## config.mk

```make
export PLATFORM = sky130hd
export DESIGN_NAME = led_lut_scheduler_flat
export DESIGN_NICKNAME = d
export VERILOG_FILES = /design/src/rtl/led_pkg.sv /design/src/rtl/led_lut_scheduler_if.sv /design/src/rtl/led_tick_gen.sv /design/src/rtl/led_lut_scheduler.sv /design/src/flat_wrapper.sv
export SDC_FILE = /design/constraint.sdc
export NUM_CORES = 1
export LEC_CHECK = 0
export ABC_AREA = 1
export CAP_MARGIN = 30
export CORE_MARGIN = 2
export CORE_UTILIZATION = 53
export CTS_BUF_LIST = sky130_fd_sc_hd__clkbuf_4 sky130_fd_sc_hd__clkbuf_8
export DETAILED_ROUTE_END_ITERATION = 6
export GPL_TIMING_DRIVEN = 0
export PLACE_DENSITY_LB_ADDON = 0.25
export SYNTH_ARGS = -nofsm -noshare
export SYNTH_HDL_FRONTEND = slang
export SYNTH_SLANG_ARGS = --single-unit
```

## constraint.sdc

```tcl
create_clock -name in_clk -period 2.65 [get_ports in_clk]
set_input_delay 0.3975 -clock in_clk [delete_from_list [all_inputs] [get_ports in_clk]]
set_output_delay 0.3975 -clock in_clk [all_outputs]
set_load 0.05 [all_outputs]
```

## src/rtl/led_pkg.sv

```systemverilog
`default_nettype none
// ============================================================================
//  Module   : led_pkg
//  Purpose  : Shared types, default constants and helpers for the LED
//             waveform-ROM scheduler (FSM encoding, widths, clog2).
//  Revision : 1.0  initial release
// ============================================================================
package led_pkg;

  typedef enum logic [1:0] {
    ST_IDLE  = 2'd0,
    ST_ISSUE = 2'd1,
    ST_DRAIN = 2'd2
  } state_e;

  localparam int DEF_ADDR_WIDTH = 8;
  localparam int DEF_DATA_WIDTH = 8;
  localparam int DEF_TICK_DIV   = 520833;

  // Ceiling log2; clog2(1) is 0, callers clamp where a 1-bit minimum is needed.
  function automatic int clog2(input int value);
    int result;
    int v;
    result = 0;
    v      = value - 1;
    while (v > 0) begin
      result++;
      v = v >> 1;
    end
    return result;
  endfunction

  // Channels start evenly spread across one waveform period.
  function automatic int phase_init(input int ch, input int num_ch, input int addr_width);
    return ch * ((1 << addr_width) / num_ch);
  endfunction

endpackage
`default_nettype wire

```

## src/rtl/led_lut_scheduler_if.sv

```systemverilog
`default_nettype none
// ============================================================================
//  Module   : led_lut_scheduler_if
//  Purpose  : Phase-configuration handshake plus shared waveform-ROM bus.
//             master = host side (drives config, returns ROM data),
//             slave  = scheduler side.
//  Revision : 1.0  initial release
// ============================================================================
interface led_lut_scheduler_if
  import led_pkg::*;
#(
  parameter int NUM_CH     = 4,
  parameter int ADDR_WIDTH = DEF_ADDR_WIDTH,
  parameter int DATA_WIDTH = DEF_DATA_WIDTH
) ();

  localparam int CH_W = (clog2(NUM_CH) < 1) ? 1 : clog2(NUM_CH);

  logic                  in_cfg_valid;
  logic [CH_W-1:0]       in_cfg_ch;
  logic [ADDR_WIDTH-1:0] in_cfg_phase;
  logic                  out_cfg_ready;
  logic [ADDR_WIDTH-1:0] out_rom_addr;
  logic [DATA_WIDTH-1:0] in_rom_data;

  modport master (
    output in_cfg_valid, in_cfg_ch, in_cfg_phase, in_rom_data,
    input  out_cfg_ready, out_rom_addr
  );

  modport slave (
    input  in_cfg_valid, in_cfg_ch, in_cfg_phase, in_rom_data,
    output out_cfg_ready, out_rom_addr
  );

endinterface
`default_nettype wire

```

## src/rtl/led_tick_gen.sv

```systemverilog
`default_nettype none
// ============================================================================
//  Module   : led_tick_gen
//  Purpose  : Free-running 0..TICK_DIV-1 counter; tick_o is high for the one
//             cycle in which the counter holds TICK_DIV-1.
//  Revision : 1.0  initial release
// ============================================================================
module led_tick_gen
  import led_pkg::*;
#(
  parameter int TICK_DIV = DEF_TICK_DIV
) (
  input  logic clk_i,
  input  logic rst_ni,
  output logic tick_o
);

  localparam int              CNT_W    = (clog2(TICK_DIV) < 1) ? 1 : clog2(TICK_DIV);
  localparam logic [CNT_W-1:0] CNT_LAST = CNT_W'(TICK_DIV - 1);

  logic [CNT_W-1:0] cnt_q;
  logic [CNT_W-1:0] cnt_d;

  assign tick_o = (cnt_q == CNT_LAST);

  // Next count: wrap to zero on the tick cycle.
  always_comb begin
    cnt_d = cnt_q + CNT_W'(1);
    if (tick_o) begin
      cnt_d = '0;
    end
  end

  // Counter register.
  always_ff @(posedge clk_i or negedge rst_ni) begin
    if (!rst_ni) begin
      cnt_q <= '0;
    end else begin
      cnt_q <= cnt_d;
    end
  end

endmodule
`default_nettype wire

```

## src/rtl/led_lut_scheduler.sv

```systemverilog
`default_nettype none
// ============================================================================
//  Module   : led_lut_scheduler
//  Purpose  : Time-shares one registered-read waveform ROM among NUM_CH LED
//             channels. Each waveform step tick sweeps all channels: issue
//             base_addr + phase[ch], capture the returned sample one cycle
//             later into that channel's duty register.
//  Options  : LED_SCHED_CFG_EN - when defined, per-channel phases are
//             runtime-writable through the config handshake; otherwise they
//             are constants and out_cfg_ready is tied low.
//  Revision : 1.0  initial release
// ============================================================================
module led_lut_scheduler
  import led_pkg::*;
#(
  parameter int NUM_CH     = 4,
  parameter int ADDR_WIDTH = DEF_ADDR_WIDTH,
  parameter int DATA_WIDTH = DEF_DATA_WIDTH,
  parameter int TICK_DIV   = DEF_TICK_DIV
) (
  input  logic                         in_clk,
  input  logic                         in_rst_n,
  input  logic [NUM_CH-1:0]            in_ch_en,
  led_lut_scheduler_if.slave           bus,
  output logic [NUM_CH*DATA_WIDTH-1:0] out_duty,
  output logic [NUM_CH-1:0]            out_duty_valid,
  output logic                         out_sweep_busy
);

  localparam int               IDX_W    = (clog2(NUM_CH) < 1) ? 1 : clog2(NUM_CH);
  localparam logic [IDX_W-1:0] LAST_IDX = IDX_W'(NUM_CH - 1);

  // A sweep must finish before the next tick can arrive.
  if (TICK_DIV < NUM_CH + 2) begin : g_bad_tick_div
    $error("led_lut_scheduler: TICK_DIV must be >= NUM_CH+2");
  end
  if (NUM_CH < 2 || NUM_CH > 16) begin : g_bad_num_ch
    $error("led_lut_scheduler: NUM_CH must be in 2..16");
  end

  state_e                state_q;
  logic [IDX_W-1:0]      idx_q;
  logic [ADDR_WIDTH-1:0] base_q;
  logic [ADDR_WIDTH-1:0] rom_addr_q;
  logic                  cap_vld_q;
  logic [IDX_W-1:0]      cap_idx_q;
  logic [NUM_CH-1:0]     duty_vld_q;
  logic [DATA_WIDTH-1:0] duty_q [NUM_CH];

  logic                  tick_w;
  logic [ADDR_WIDTH-1:0] phase_w [NUM_CH];
  logic [IDX_W-1:0]      next_idx_d;
  logic [ADDR_WIDTH-1:0] base_d;
  logic [ADDR_WIDTH-1:0] phase_sel_d;
  logic [ADDR_WIDTH-1:0] rom_addr_d;

  led_tick_gen #(
    .TICK_DIV (TICK_DIV)
  ) u_tick_gen (
    .clk_i  (in_clk),
    .rst_ni (in_rst_n),
    .tick_o (tick_w)
  );

`ifdef LED_SCHED_CFG_EN
  logic cfg_wr_w;

  assign bus.out_cfg_ready = (state_q == ST_IDLE) && !tick_w;
  assign cfg_wr_w          = bus.out_cfg_ready && bus.in_cfg_valid;

  for (genvar g = 0; g < NUM_CH; g++) begin : g_phase
    logic [ADDR_WIDTH-1:0] phase_q;

    // Phase register; an index with no matching channel simply writes nothing.
    always_ff @(posedge in_clk or negedge in_rst_n) begin
      if (!in_rst_n) begin
        phase_q <= ADDR_WIDTH'(phase_init(g, NUM_CH, ADDR_WIDTH));
      end else if (cfg_wr_w && (bus.in_cfg_ch == IDX_W'(g))) begin
        phase_q <= bus.in_cfg_phase;
      end
    end

    assign phase_w[g] = phase_q;
  end
`else
  logic unused_cfg_w;

  assign bus.out_cfg_ready = 1'b0;
  assign unused_cfg_w      = ^{bus.in_cfg_valid, bus.in_cfg_ch, bus.in_cfg_phase};

  for (genvar g = 0; g < NUM_CH; g++) begin : g_phase
    assign phase_w[g] = ADDR_WIDTH'(phase_init(g, NUM_CH, ADDR_WIDTH));
  end
`endif

  // Address of the channel to present next: channel 0 on the tick edge
  // (using the freshly incremented base), then idx+1 while issuing.
  always_comb begin
    next_idx_d = '0;
    if (state_q == ST_ISSUE) begin
      next_idx_d = idx_q + IDX_W'(1);
    end
    base_d = base_q;
    if (tick_w) begin
      base_d = base_q + ADDR_WIDTH'(1);
    end
    phase_sel_d = phase_w[0];
    for (int i = 0; i < NUM_CH; i++) begin
      if (next_idx_d == IDX_W'(i)) begin
        phase_sel_d = phase_w[i];
      end
    end
    rom_addr_d = base_d + phase_sel_d;
  end

  // Sweep FSM with issue/capture pipeline and registered outputs.
  always_ff @(posedge in_clk or negedge in_rst_n) begin
    if (!in_rst_n) begin
      state_q    <= ST_IDLE;
      idx_q      <= '0;
      base_q     <= '0;
      rom_addr_q <= '0;
      cap_vld_q  <= 1'b0;
      cap_idx_q  <= '0;
      duty_vld_q <= '0;
      for (int i = 0; i < NUM_CH; i++) begin
        duty_q[i] <= '0;
      end
    end else begin
      base_q     <= base_d;
      cap_vld_q  <= 1'b0;
      duty_vld_q <= '0;

      // ROM data for the channel issued last cycle is on in_rom_data now.
      if (cap_vld_q) begin
        duty_q[cap_idx_q] <= in_ch_en[cap_idx_q] ? bus.in_rom_data : '0;
        duty_vld_q        <= NUM_CH'(1) << cap_idx_q;
      end

      case (state_q)
        ST_IDLE: begin
          if (tick_w) begin
            state_q    <= ST_ISSUE;
            idx_q      <= '0;
            rom_addr_q <= rom_addr_d;
          end
        end
        ST_ISSUE: begin
          cap_vld_q <= 1'b1;
          cap_idx_q <= idx_q;
          if (idx_q == LAST_IDX) begin
            state_q <= ST_DRAIN;
          end else begin
            idx_q      <= next_idx_d;
            rom_addr_q <= rom_addr_d;
          end
        end
        ST_DRAIN: begin
          state_q <= ST_IDLE;
        end
        default: begin
          state_q <= ST_IDLE;
        end
      endcase
    end
  end

  assign bus.out_rom_addr = rom_addr_q;
  assign out_duty_valid   = duty_vld_q;
  assign out_sweep_busy   = (state_q != ST_IDLE);

  for (genvar g = 0; g < NUM_CH; g++) begin : g_duty_pack
    assign out_duty[g*DATA_WIDTH +: DATA_WIDTH] = duty_q[g];
  end

endmodule
`default_nettype wire

```

## src/flat_wrapper.sv

```systemverilog
// flat-port wrapper written by rule: the top's interface ports become plain ports
module led_lut_scheduler_flat import led_pkg::*;
#(
  parameter int NUM_CH     = 4,
  parameter int ADDR_WIDTH = DEF_ADDR_WIDTH,
  parameter int DATA_WIDTH = DEF_DATA_WIDTH,
  parameter int TICK_DIV   = DEF_TICK_DIV
)
  (in_clk, in_rst_n, in_ch_en, out_duty, out_duty_valid, out_sweep_busy, bus_in_cfg_valid, bus_in_cfg_ch, bus_in_cfg_phase, bus_in_rom_data, bus_out_cfg_ready, bus_out_rom_addr);
  led_lut_scheduler_if #(.NUM_CH(NUM_CH), .ADDR_WIDTH(ADDR_WIDTH), .DATA_WIDTH(DATA_WIDTH)) bus_i ();
  input  logic in_clk;
  input  logic in_rst_n;
  input  logic [NUM_CH-1:0] in_ch_en;
  output logic [NUM_CH*DATA_WIDTH-1:0] out_duty;
  output logic [NUM_CH-1:0] out_duty_valid;
  output logic out_sweep_busy;
  input wire logic [$bits(bus_i.in_cfg_valid)-1:0] bus_in_cfg_valid;
  input wire logic [$bits(bus_i.in_cfg_ch)-1:0] bus_in_cfg_ch;
  input wire logic [$bits(bus_i.in_cfg_phase)-1:0] bus_in_cfg_phase;
  input wire logic [$bits(bus_i.in_rom_data)-1:0] bus_in_rom_data;
  output wire logic [$bits(bus_i.out_cfg_ready)-1:0] bus_out_cfg_ready;
  output wire logic [$bits(bus_i.out_rom_addr)-1:0] bus_out_rom_addr;
  assign bus_i.in_cfg_valid = bus_in_cfg_valid;
  assign bus_i.in_cfg_ch = bus_in_cfg_ch;
  assign bus_i.in_cfg_phase = bus_in_cfg_phase;
  assign bus_i.in_rom_data = bus_in_rom_data;
  assign bus_out_cfg_ready = bus_i.out_cfg_ready;
  assign bus_out_rom_addr = bus_i.out_rom_addr;
  led_lut_scheduler #(.NUM_CH(NUM_CH), .ADDR_WIDTH(ADDR_WIDTH), .DATA_WIDTH(DATA_WIDTH), .TICK_DIV(TICK_DIV)) u_core (.in_clk(in_clk), .in_rst_n(in_rst_n), .in_ch_en(in_ch_en), .bus(bus_i), .out_duty(out_duty), .out_duty_valid(out_duty_valid), .out_sweep_busy(out_sweep_busy));
endmodule
```

==> run summary <==
Status = finished, final reports clean
Cell Area, Synth = 0.00350 mm²
Post-synthesis adder-cell area fraction = 1.79%
Leading area contributor after synthesis = dfrtp_1
Final HPWL DP = 5370 µm
Via density per instance = 5.04
XOR/XNOR Fraction of Synth Area = 2.50%
Number of enable flip-flop cells after synthesis = 0
Max_cap viols = 0
FILL cells = 503
Clock slew at reported path FFs = 80 ps
Die area = 0.00726 mm²
Total placed cells including tap cells = 545
Mux contribution to synthesized area = 0%
Core Area = 0.00635 mm²
Reg area = 0.00195 mm²
Startpoint Class = register
Row Count = 29
Seq cells post-synth = 78
N_diodes = 0
GRT overflow = 0
Fmax = 436 MHz
Total Nets Final = 510
Hold Worst Slack = 482 ps
CTS buffer count = 9
Unique masters post-synth = 32
Via count = 2,827
Final setup margin = 355 ps
Synth warn = 0
Simple-gate portion of the synthesized area = 21.6%
Die Span Y = 85.2 µm
Main combinational cell family by area after synthesis = simple AND/OR/NAND/NOR gates
Top post-synthesis cells by count = nand2_1, dfrtp_1, inv_1
Total design power = 2.20 mW
Largest net degree at the start of global routing = 60
PwrDens = 498 mW/mm²
CTS tree = yes
Final Cell Area = 0.00442 mm²
Share of post-route cells with drive strength above 1 = 7.44%
Worst VDD drop = 0.458 mV
Rel. slew slack = 63.3%
Initial core utilization = 55.1%
Skew-Pair Late Insertion Delay = 340 ps
Post-Place Cell Area = 0.00420 mm²
Clock skew = 8.63 ps
Crit end category = output port
Avg Cell Area, Syn = 8.55 µm²
RSZ-0062 raised after global routing = false
GRT Util Overall = 21.9%
Clock Tree Buf Depth = 2
Port buffer count = 58
Die Width = 85.2 µm
Syn_nets = 439
Async set-or-reset flop fraction in the synthesized netlist = 100%
Pre-CTS setup slack = 367 ps
WP data required = 2250 ps
Vias in the first global route = 2,772
CTS root buffer = clkbuf_8
CP Class = register to output port
Sequential area share after synthesis = 55.8%
Yosys top cell area share = 55.8%
HP Class = primary input to async pin
Max Fanout on Critical Path = 4
Hold_buf cts = 1
Iter 0 DRT Violations = 214
PostCTS Resize Cnt = 0
Ports = 71
Synth Instances = 409
Top post-synthesis cells by area = dfrtp_1, nand2_1, o21ai_0
Most frequent cell after synthesis = nand2_1
Area Growth Syn to Fin = 26.4%
Final period util = 86.6%
Most used flip-flop cell after synthesis = dfrtp_1
Final hold violations = 0
Postcts setup bufs = 0
Number of setup violations in the final report = 0
Pre-antenna DRT Iters = 4
Tmin final = 2290 ps
WL/cell = 12.9 µm
Worst Tran Pin Value = 549 ps
Post-synthesis compound-gate area fraction = 10.6%
LEAKAGE = 2.15 nW
Initial antenna violation count = 0
Area occupied by multi-input gates = 0.00128 mm²
H-tree Lvls = 3
Clk sinks = 78
ANT nets after route = 0
Max Slew Vio Count = 0
First-pass GRT wire length = 12,700 µm
Post-layout instance count excluding filler cells = 561
DRC = 0
RD Place Congestion = 0.817
Final WL = 7250 µm
WP data arrival = 1900 ps
==> path summary, 6_finish.rpt <==
path | endpoint | start | cells after the start | slack (ps)
worst max-delay path | out_sweep_busy | u_core.state_q[0] | 3 | 360
worst min register to register | u_core.out_duty[30] | u_core.out_duty[30] | 2 | 490
min in group in_clk | u_core.out_duty[30] | u_core.out_duty[30] | 2 | 490
max in group asynchronous | u_core.u_tick_gen.cnt_q[6] | in_rst_n | 3 | 1610
worst max register to register | u_core.bus.out_rom_addr[7] | u_core.u_tick_gen.cnt_q[12] | 13 | 360
worst min-delay path | u_core.u_tick_gen.cnt_q[10] | in_rst_n | 2 | 480
==> worst max-delay path, stage by stage (launching register included) <==
cell and delay, ps:
dfrtp_1 380, or2_2 290, clkbuf_1 160, clkdlybuf4s50_1 720
==> power by group <==
group	switching [mW]	internal (mW)
clock network	0.428	0.525
logic	0.0367	0.0243
registers	0	1.19
total	0.465	1.74
==> kinds of logic after synthesis <==
logic type                 Yosys count
other                                1
xor gates and xnor gates            10
buffers and inverters               65
DFF                                 78
adders and majority gates            5
AOI/OAI and AO/OA                   68
and+or+nand+nor                    182
==> state kept, by name, summed over array words and instances (netlist names) <==
signal                   flops
u_core.cap_idx_q             2
u_core.idx_q                 2
u_core.cap_vld_q             1
u_core.state_q               2
u_core.out_duty_valid        4
u_core.bus.out_rom_addr      8
u_core.out_duty             32
u_core.base_q                8
u_core.u_tick_gen.cnt_q     19
==> layout make-up <==
class	count	share of cell area, %
clock inverters	6	1.98
well taps	77	2.18
inverters	57	4.95
plain buffers	8	1.08
multi-input cells	266	28.9
repair buffers	60	13.9
clock buffers	9	2.80
flip-flops and latches	78	44.2
==> metrics by stage <==
stage                     TNS (ps)  utilization, %
after floorplan                  0               -
after CTS                        0            69.6
after global routing             0            69.6
after global placement     -113500            65.7
after detailed placement         0            66.1
final                            0            69.6
==> layout by cell type, fill, tap and decap left out, types with 2 or more instances in the layout <==
master	count
nor3_1	5
nor2_2	4
clkinv_4	3
nand3_2	2
clkbuf_1	3
clkbuf_8	9
ha_1	5
clkinv_2	2
o211ai_1	2
xor2_1	7
buf_4	3
o21ai_0	51
inv_1	54
a21oi_1	9
nand3_1	20
bufinv_16	2
o21ai_2	2
clkdlybuf4s50_1	57
nor2_1	39
dfrtp_1	78
nand2_1	107
xnor2_1	3
buf_2	2
==> metal layers <==
metal,track usage [%],share of wire [%],vias up
met5,0,0,-
met4,9.09,1.9,0
met3,3.70,4.5,13
met2,34.3,47,66
met1,30.6,46,1325
li1,-,-,1423
Note: power is estimated with default switching activity, not from simulation.
